<file path="src/rtl/ysyx_25040129_lsu_unit.sv">
// -----------------------------------------------------------------------------
// ysyx_25040129_lsu_unit
//
// Load/store unit sitting between EXU and WBU.
//
// It accepts one EXU request at a time. A request either passes the ALU result
// straight through, or performs one aligned bus access. Load data comes back
// sign- or zero-extended. The finished result is held in an output register
// until WBU takes it. Misaligned, bus-error and timed-out accesses raise
// access_fault_out_lsu and suppress the register-file write.
//
// Ports
//   clk, rst                         clock; asynchronous active-high reset
//   is_req_valid_from_exu / is_req_ready_to_exu
//                                    EXU -> LSU request handshake
//   result_in_lsu                    effective address or pass-through value
//   lsu_write_data_in_lsu            store data (rs2)
//   lsu_read_in_lsu                  0 none,1 LB,2 LH,3 LW,4 LBU,5 LHU,6-7 none
//   lsu_write_in_lsu                 0 none,1 SB,2 SH,3 SW
//   rd_in_lsu, reg_write_in_lsu      destination register and its write enable
//   mem_req_valid/ready, mem_addr, mem_wen, mem_wdata, mem_wstrb
//                                    bus request channel (word-aligned address)
//   mem_rsp_valid, mem_rsp_rdata, mem_rsp_err
//                                    bus response / write acknowledge
//   is_req_valid_to_wbu / is_req_ready_from_wbu
//                                    LSU -> WBU output handshake
//   result_out_lsu, rd_out_lsu, reg_write_out_lsu, access_fault_out_lsu
//                                    completed writeback information
//   is_data_forward_valid_from_lsu   result_out_lsu is final (bypass enable)
// -----------------------------------------------------------------------------
module ysyx_25040129_lsu_unit #(
    parameter int RD_W        = 4,
    parameter int TIMEOUT_CYC = 255
) (
    input  logic            clk,
    input  logic            rst,
    // EXU request channel
    input  logic            is_req_valid_from_exu,
    output logic            is_req_ready_to_exu,
    input  logic [31:0]     result_in_lsu,
    input  logic [31:0]     lsu_write_data_in_lsu,
    input  logic [2:0]      lsu_read_in_lsu,
    input  logic [1:0]      lsu_write_in_lsu,
    input  logic [RD_W-1:0] rd_in_lsu,
    input  logic            reg_write_in_lsu,
    // memory bus
    output logic            mem_req_valid,
    input  logic            mem_req_ready,
    output logic [31:0]     mem_addr,
    output logic            mem_wen,
    output logic [31:0]     mem_wdata,
    output logic [3:0]      mem_wstrb,
    input  logic            mem_rsp_valid,
    input  logic [31:0]     mem_rsp_rdata,
    input  logic            mem_rsp_err,
    // WBU output channel
    output logic            is_req_valid_to_wbu,
    input  logic            is_req_ready_from_wbu,
    output logic [31:0]     result_out_lsu,
    output logic [RD_W-1:0] rd_out_lsu,
    output logic            reg_write_out_lsu,
    output logic            access_fault_out_lsu,
    output logic            is_data_forward_valid_from_lsu
);

    localparam logic [1:0] S_IDLE = 2'd0;
    localparam logic [1:0] S_REQ  = 2'd1;
    localparam logic [1:0] S_WAIT = 2'd2;
    localparam logic [1:0] S_DONE = 2'd3;

    localparam logic [7:0] TIMEOUT_LIM = 8'(TIMEOUT_CYC);
    localparam logic       TIMEOUT_EN  = (TIMEOUT_CYC != 0);

    localparam logic [2:0] LD_LB  = 3'd1;
    localparam logic [2:0] LD_LH  = 3'd2;
    localparam logic [2:0] LD_LW  = 3'd3;
    localparam logic [2:0] LD_LBU = 3'd4;
    localparam logic [2:0] LD_LHU = 3'd5;

    localparam logic [1:0] ST_SB = 2'd1;
    localparam logic [1:0] ST_SH = 2'd2;
    localparam logic [1:0] ST_SW = 2'd3;

    // ------------------------------------------------------------------
    // State
    // ------------------------------------------------------------------
    logic [1:0]      state_q,     state_d;
    logic [31:0]     addr_q,      addr_d;
    logic [2:0]      ld_op_q,     ld_op_d;     // 0 when the access is not a load
    logic            wen_q,       wen_d;
    logic [3:0]      wstrb_q,     wstrb_d;
    logic [31:0]     wdata_q,     wdata_d;
    logic [RD_W-1:0] rd_q,        rd_d;
    logic            reg_wr_q,    reg_wr_d;
    logic [31:0]     result_q,    result_d;
    logic            fault_q,     fault_d;
    logic [7:0]      cnt_q,       cnt_d;

    // ------------------------------------------------------------------
    // Request decode (from the EXU inputs, used only on accept)
    // ------------------------------------------------------------------
    logic        in_is_load;
    logic        in_is_store;
    logic        in_is_half;
    logic        in_is_word;
    logic        in_misaligned;
    logic [3:0]  in_wstrb;
    logic [31:0] in_wdata;

    // Codes 6 and 7 are not loads; a valid load code hides any store code.
    assign in_is_load  = (lsu_read_in_lsu >= LD_LB) && (lsu_read_in_lsu <= LD_LHU);
    assign in_is_store = !in_is_load && (lsu_write_in_lsu != 2'd0);

    assign in_is_half = in_is_load ? ((lsu_read_in_lsu == LD_LH) || (lsu_read_in_lsu == LD_LHU))
                                   : (in_is_store && (lsu_write_in_lsu == ST_SH));
    assign in_is_word = in_is_load ? (lsu_read_in_lsu == LD_LW)
                                   : (in_is_store && (lsu_write_in_lsu == ST_SW));

    assign in_misaligned = (in_is_half && result_in_lsu[0])
                         || (in_is_word && (result_in_lsu[1:0] != 2'b00));

    // Store lane placement: data is replicated across all lanes and the
    // strobes pick the bytes the slave actually writes.
    always_comb begin
        in_wstrb = 4'b0000;
        in_wdata = 32'd0;
        if (in_is_store) begin
            case (lsu_write_in_lsu)
                ST_SB: begin
                    in_wstrb = 4'b0001 << result_in_lsu[1:0];
                    in_wdata = {4{lsu_write_data_in_lsu[7:0]}};
                end
                ST_SH: begin
                    in_wstrb = 4'b0011 << {result_in_lsu[1], 1'b0};
                    in_wdata = {2{lsu_write_data_in_lsu[15:0]}};
                end
                ST_SW: begin
                    in_wstrb = 4'b1111;
                    in_wdata = lsu_write_data_in_lsu;
                end
                default: begin
                    in_wstrb = 4'b0000;
                    in_wdata = 32'd0;
                end
            endcase
        end
    end

    // ------------------------------------------------------------------
    // Load data extraction from the response word
    // ------------------------------------------------------------------
    logic [31:0] rsp_lane;
    logic [31:0] load_value;

    assign rsp_lane = mem_rsp_rdata >> {addr_q[1:0], 3'b000};

    always_comb begin
        load_value = rsp_lane;
        case (ld_op_q)
            LD_LB:   load_value = {{24{rsp_lane[7]}},  rsp_lane[7:0]};
            LD_LH:   load_value = {{16{rsp_lane[15]}}, rsp_lane[15:0]};
            LD_LW:   load_value = rsp_lane;
            LD_LBU:  load_value = {24'd0, rsp_lane[7:0]};
            LD_LHU:  load_value = {16'd0, rsp_lane[15:0]};
            default: load_value = rsp_lane;
        endcase
    end

    // ------------------------------------------------------------------
    // Handshakes
    // ------------------------------------------------------------------
    logic accept;
    logic [7:0] cnt_inc;

    assign is_req_ready_to_exu = (state_q == S_IDLE)
                               || ((state_q == S_DONE) && is_req_ready_from_wbu);
    assign accept  = is_req_valid_from_exu && is_req_ready_to_exu;
    assign cnt_inc = cnt_q + 8'd1;

    // ------------------------------------------------------------------
    // Next-state logic
    // ------------------------------------------------------------------
    always_comb begin
        state_d  = state_q;
        addr_d   = addr_q;
        ld_op_d  = ld_op_q;
        wen_d    = wen_q;
        wstrb_d  = wstrb_q;
        wdata_d  = wdata_q;
        rd_d     = rd_q;
        reg_wr_d = reg_wr_q;
        result_d = result_q;
        fault_d  = fault_q;
        cnt_d    = cnt_q;

        case (state_q)
            S_IDLE, S_DONE: begin
                if ((state_q == S_DONE) && is_req_ready_from_wbu) begin
                    state_d = S_IDLE;
                end
                // Accepting here also covers the back-to-back case where WBU
                // drains the previous result in the same cycle.
                if (accept) begin
                    addr_d   = result_in_lsu;
                    ld_op_d  = in_is_load ? lsu_read_in_lsu : 3'd0;
                    wen_d    = in_is_store;
                    wstrb_d  = in_wstrb;
                    wdata_d  = in_wdata;
                    rd_d     = rd_in_lsu;
                    reg_wr_d = reg_write_in_lsu;
                    result_d = result_in_lsu;
                    fault_d  = in_misaligned;
                    cnt_d    = 8'd0;
                    // Pass-through and misaligned requests never touch the bus.
                    if ((!in_is_load && !in_is_store) || in_misaligned) begin
                        state_d = S_DONE;
                    end else begin
                        state_d = S_REQ;
                    end
                end
            end

            S_REQ: begin
                if (mem_req_ready) begin
                    state_d = S_WAIT;
                    cnt_d   = 8'd0;
                end
            end

            S_WAIT: begin
                // A response in the same cycle as the timeout wins.
                if (mem_rsp_valid) begin
                    state_d = S_DONE;
                    fault_d = mem_rsp_err;
                    if (!mem_rsp_err && (ld_op_q != 3'd0)) begin
                        result_d = load_value;
                    end
                end else begin
                    cnt_d = cnt_inc;
                    if (TIMEOUT_EN && (cnt_inc == TIMEOUT_LIM)) begin
                        state_d = S_DONE;
                        fault_d = 1'b1;
                    end
                end
            end

            default: begin
                state_d = S_IDLE;
            end
        endcase
    end

    // ------------------------------------------------------------------
    // Registers
    // ------------------------------------------------------------------
    always_ff @(posedge clk or posedge rst) begin
        if (rst) begin
            state_q  <= S_IDLE;
            addr_q   <= 32'd0;
            ld_op_q  <= 3'd0;
            wen_q    <= 1'b0;
            wstrb_q  <= 4'd0;
            wdata_q  <= 32'd0;
            rd_q     <= '0;
            reg_wr_q <= 1'b0;
            result_q <= 32'd0;
            fault_q  <= 1'b0;
            cnt_q    <= 8'd0;
        end else begin
            state_q  <= state_d;
            addr_q   <= addr_d;
            ld_op_q  <= ld_op_d;
            wen_q    <= wen_d;
            wstrb_q  <= wstrb_d;
            wdata_q  <= wdata_d;
            rd_q     <= rd_d;
            reg_wr_q <= reg_wr_d;
            result_q <= result_d;
            fault_q  <= fault_d;
            cnt_q    <= cnt_d;
        end
    end

    // ------------------------------------------------------------------
    // Outputs
    // ------------------------------------------------------------------
    assign mem_req_valid = (state_q == S_REQ);
    assign mem_addr      = {addr_q[31:2], 2'b00};
    assign mem_wen       = wen_q;
    assign mem_wdata     = wdata_q;
    assign mem_wstrb     = wstrb_q;

    assign is_req_valid_to_wbu            = (state_q == S_DONE);
    assign is_data_forward_valid_from_lsu = (state_q == S_DONE);
    assign result_out_lsu                 = result_q;
    assign rd_out_lsu                     = rd_q;
    assign access_fault_out_lsu           = fault_q;
    assign reg_write_out_lsu              = (state_q == S_DONE) && reg_wr_q && !fault_q;

endmodule

</file>
<file path="config.mk">
export PLATFORM = sky130hd
export DESIGN_NAME = ysyx_25040129_lsu_unit
export DESIGN_NICKNAME = d
export VERILOG_FILES = /design/src/rtl/ysyx_25040129_lsu_unit.sv
export SDC_FILE = /design/constraint.sdc
export NUM_CORES = 1
export LEC_CHECK = 0
export CAP_MARGIN = 20
export CORE_ASPECT_RATIO = 1.75
export CORE_MARGIN = 2
export CORE_UTILIZATION = 45
export DETAILED_ROUTE_END_ITERATION = 10
export GPL_ROUTABILITY_DRIVEN = 1
export GPL_TIMING_DRIVEN = 0
export PLACE_DENSITY = 0.77
export SLEW_MARGIN = 10
export SYNTH_ARGS = -nofsm -noshare
export SYNTH_HDL_FRONTEND = slang
export SYNTH_SLANG_ARGS = --single-unit
</file>
<file path="constraint.sdc">
create_clock -name clk -period 5.2 [get_ports clk]
set_clock_uncertainty 0.15 [all_clocks]
set_input_delay 0.78 -clock clk [delete_from_list [all_inputs] [get_ports clk]]
set_output_delay 0.78 -clock clk [all_outputs]
set_load 0.02 [all_outputs]
</file>
==> metrics <==
most frequent cells in the layout 220 x clkdlybuf4s50_1, 178 x nand2_1, 120 x dfrtp_1, 53 x o21ai_0, 45 x nor2_1; Die Area 15,100 µm²; setup bufs post-CTS 0; initial antenna violation count 0; Ports 224; hold crit path type flop to flop; Final Slew Violations 0; drt via density 5.37; Filler cells 1,185; number of synthesized flops with an enable pin 0; average cell area after synthesis 8.94 µm²; vias in the first global route 6,086; sw frac 42.5%; Site Rows 57; CTS tree yes; Initial Util 45.9%; Worst-Margin Slew 1.00 ns; Period Utilization, post-route 58.3%; die span in x 93.8 µm; CTS Buf Count 17; fraction of registers with async set/reset 100%; design area 9360 µm²; Seq/Total Area, Yosys 47.2%; status complete, no violations; post-route minimum period 3.03 ns; htree depth 4; Reg area 3000 µm²; Clock Root Buffer clkbuf_16; leakage 4.22 nW; # port buffers 220; Wirelength per Cell 17.9 µm; combinational share of power 54.7%; cell taking the most area after synthesis dfrtp_1; final hold vios 0; post-synthesis register bit count 120; max layer used met4; final wirelength 20,500 µm; via count 6,137; most common cell after layout, fill and taps aside clkdlybuf4s50_1; Worst Path Class, Setup input pin to output pin; Non-Filler Instances 1,142; Post-Syn Instances 711; Arrival @ worst endpoint 2.10 ns; reg2reg setup slack 2.52 ns; # setup viols final 0; Clk network pwr share 18.5%; Slew HR 33.1%; n_diodes 0; Reg2Reg Depth 7; Die H 161 µm; crit start category input pin; Placement Cell Area 8820 µm²; Total GRT Usage 27.6%; largest net degree at the start of global routing 82; clk sinks 120; PwrDens 626 nW/µm²; P_int 0.00337 W; largest cells by area after synthesis dfrtp_1 47%, nand2_1 11%, mux2i_1 6.0%; worst-path maximum fanout 4; top cell type's share of synthesized area 47.2%; cell total after placement 1,110; GPL Wtd Cong 0.931; fin nets 1,071; maximum clock path buffer count 2; post-CTS sizing 0; DR WL met3 1280 µm; synth-to-layout area growth 47.3%; synth warn 0; metal1 wirelength 7360 µm; peak supply drop 281 µV; DP HPWL 15,700 µm; fmax 330 MHz; CP required 4.27 ns; drt first pass iters 4; first-pass GRT wire length 32,100 µm; Setup crit end kind output pin; met2 routed WL 10,900 µm; Hold Crit Depth 2; core area 13,800 µm²; Psw 0.00249 W; unrepaired setup endpoints after global routing false; max-cap violation count 0; Starting DRT DRC Count 301; area of the multi-input gates 2880 µm²; Mapped Area 6360 µm²; ys flop type dfrtp_1; clk_lat worst skew 0.41 ns; global route total overflow 0; layout cells sized above 1 9.95%; CTS Hold Buffers Added 0; Post-route DRC 0; Reg clk slew, reported paths 0.06 ns; Flop pwr share 26.8%; Antenna Nets Post-Route 0; Distinct cells, synth 50
-- area by class of cell --
class                      instances  area share [%]
inverter                           9           0.414
clock buffer                      17            4.54
sequential                       120            32.1
buffer                            78            4.74
clock inverter                    15            1.28
timing repair buffer             221            23.8
multi-input combinational        505            30.8
tap                              177            2.37
-- worst max-delay path, cell delays in order --
cell,delay [ns]
clkdlybuf4s50_1,0.49
a21o_1,0.20
clkdlybuf4s50_1,0.63
-- cell usage after synthesis (2+ instances only) --
master     count
o22ai_1        8
mux2_2         3
buf_2          7
o21ai_0       53
o31ai_2        2
nand3_1        5
nand2b_1       3
a21o_1         4
buf_4         34
inv_1          9
xnor2_1        2
o31ai_1       12
nand3b_1       2
a21oi_1       39
buf_1          3
o21bai_1       3
a22o_1        18
mux2i_1       38
ha_1           6
a211oi_1       8
buf_6          2
o21a_1         3
clkbuf_1      32
nand2_1      178
o21ai_1        9
o22ai_2        8
nor3_1         4
dfrtp_1      120
a31oi_1        4
a22oi_1       10
o2bb2ai_1      2
nor2_1        45
a21oi_2        2
nor2b_1       16
a2111oi_0      2
-- routing by layer --
layer / GRT usage (%) / up-vias
met4: 14.3 / 0
li1: - / 2918
met2: 49.2 / 240
met1: 29.9 / 2920
met3: 6.34 / 59
met5: 0 / -
-- cell families after synthesis --
kind of cell | Yosys count | share of synthesized area, %
other cells | 1 | 0.0590
flops | 120 | 47.2
simple gates | 259 | 16.7
compound gates | 194 | 20.1
mux | 42 | 6.87
fa+ha+maj | 6 | 1.18
buf+inv | 87 | 7.52
xor+xnor | 2 | 0.276
-- per-stage QoR --
step / util (%) / setup slack, ns / TNS (ns) / power [W] / hold slack [ns]
2_1_floorplan: - / 1.08 / 0 / 0.00347 / 0.296
3_3_place_gp: 63.5 / -0.718 / -85.43 / 0.00474 / 0.307
3_5_place_dp: 63.7 / 1.91 / 0 / 0.00479 / 0.312
4_1_cts: 67.7 / 2.17 / 0 / 0.00589 / 0.326
5_1_grt: 67.7 / 2.14 / 0 / 0.00624 / 0.344
6_report: 67.7 / 2.17 / 0 / 0.00586 / 0.322
-- registers in the layout, summed over array words and instances (netlist names) --
signal	flops
addr_q	32
mem_wdata	32
result_out_lsu	32
cnt_q	8
mem_wstrb	4
rd_out_lsu	4
ld_op_q	3
state_q	2
access_fault_out_lsu	1
mem_wen	1
reg_wr_q	1
-- power by group through the flow --
| stage | Clock [W] | Sequential [W] | Combinational [W] |
|---|---|---|---|
| after floorplan | 0 | 0.00185 | 0.00162 |
| after global placement | 0 | 0.00157 | 0.00317 |
| after detailed placement | 0 | 0.00158 | 0.00321 |
| after CTS | 0.00110 | 0.00157 | 0.00322 |
| after global routing | 0.00114 | 0.00163 | 0.00347 |
| final | 0.00109 | 0.00157 | 0.00321 |
-- worst paths after layout --
kind | start | endpoint
min in group asynchronous | rst | mem_wdata[17]$_DFFE_PP0P_
max in group asynchronous | rst | result_out_lsu[15]$_DFFE_PP0P_
worst max register to register | state_q[0]$_DFFE_PP0P_ | addr_q[14]$_DFFE_PP0P_
worst max-delay path | is_req_ready_from_wbu | is_req_ready_to_exu
worst min-delay path | rd_out_lsu[3]$_DFFE_PP0P_ | rd_out_lsu[3]$_DFFE_PP0P_
worst min register to register | rd_out_lsu[3]$_DFFE_PP0P_ | rd_out_lsu[3]$_DFFE_PP0P_
Power figures use the tool's default switching activity.
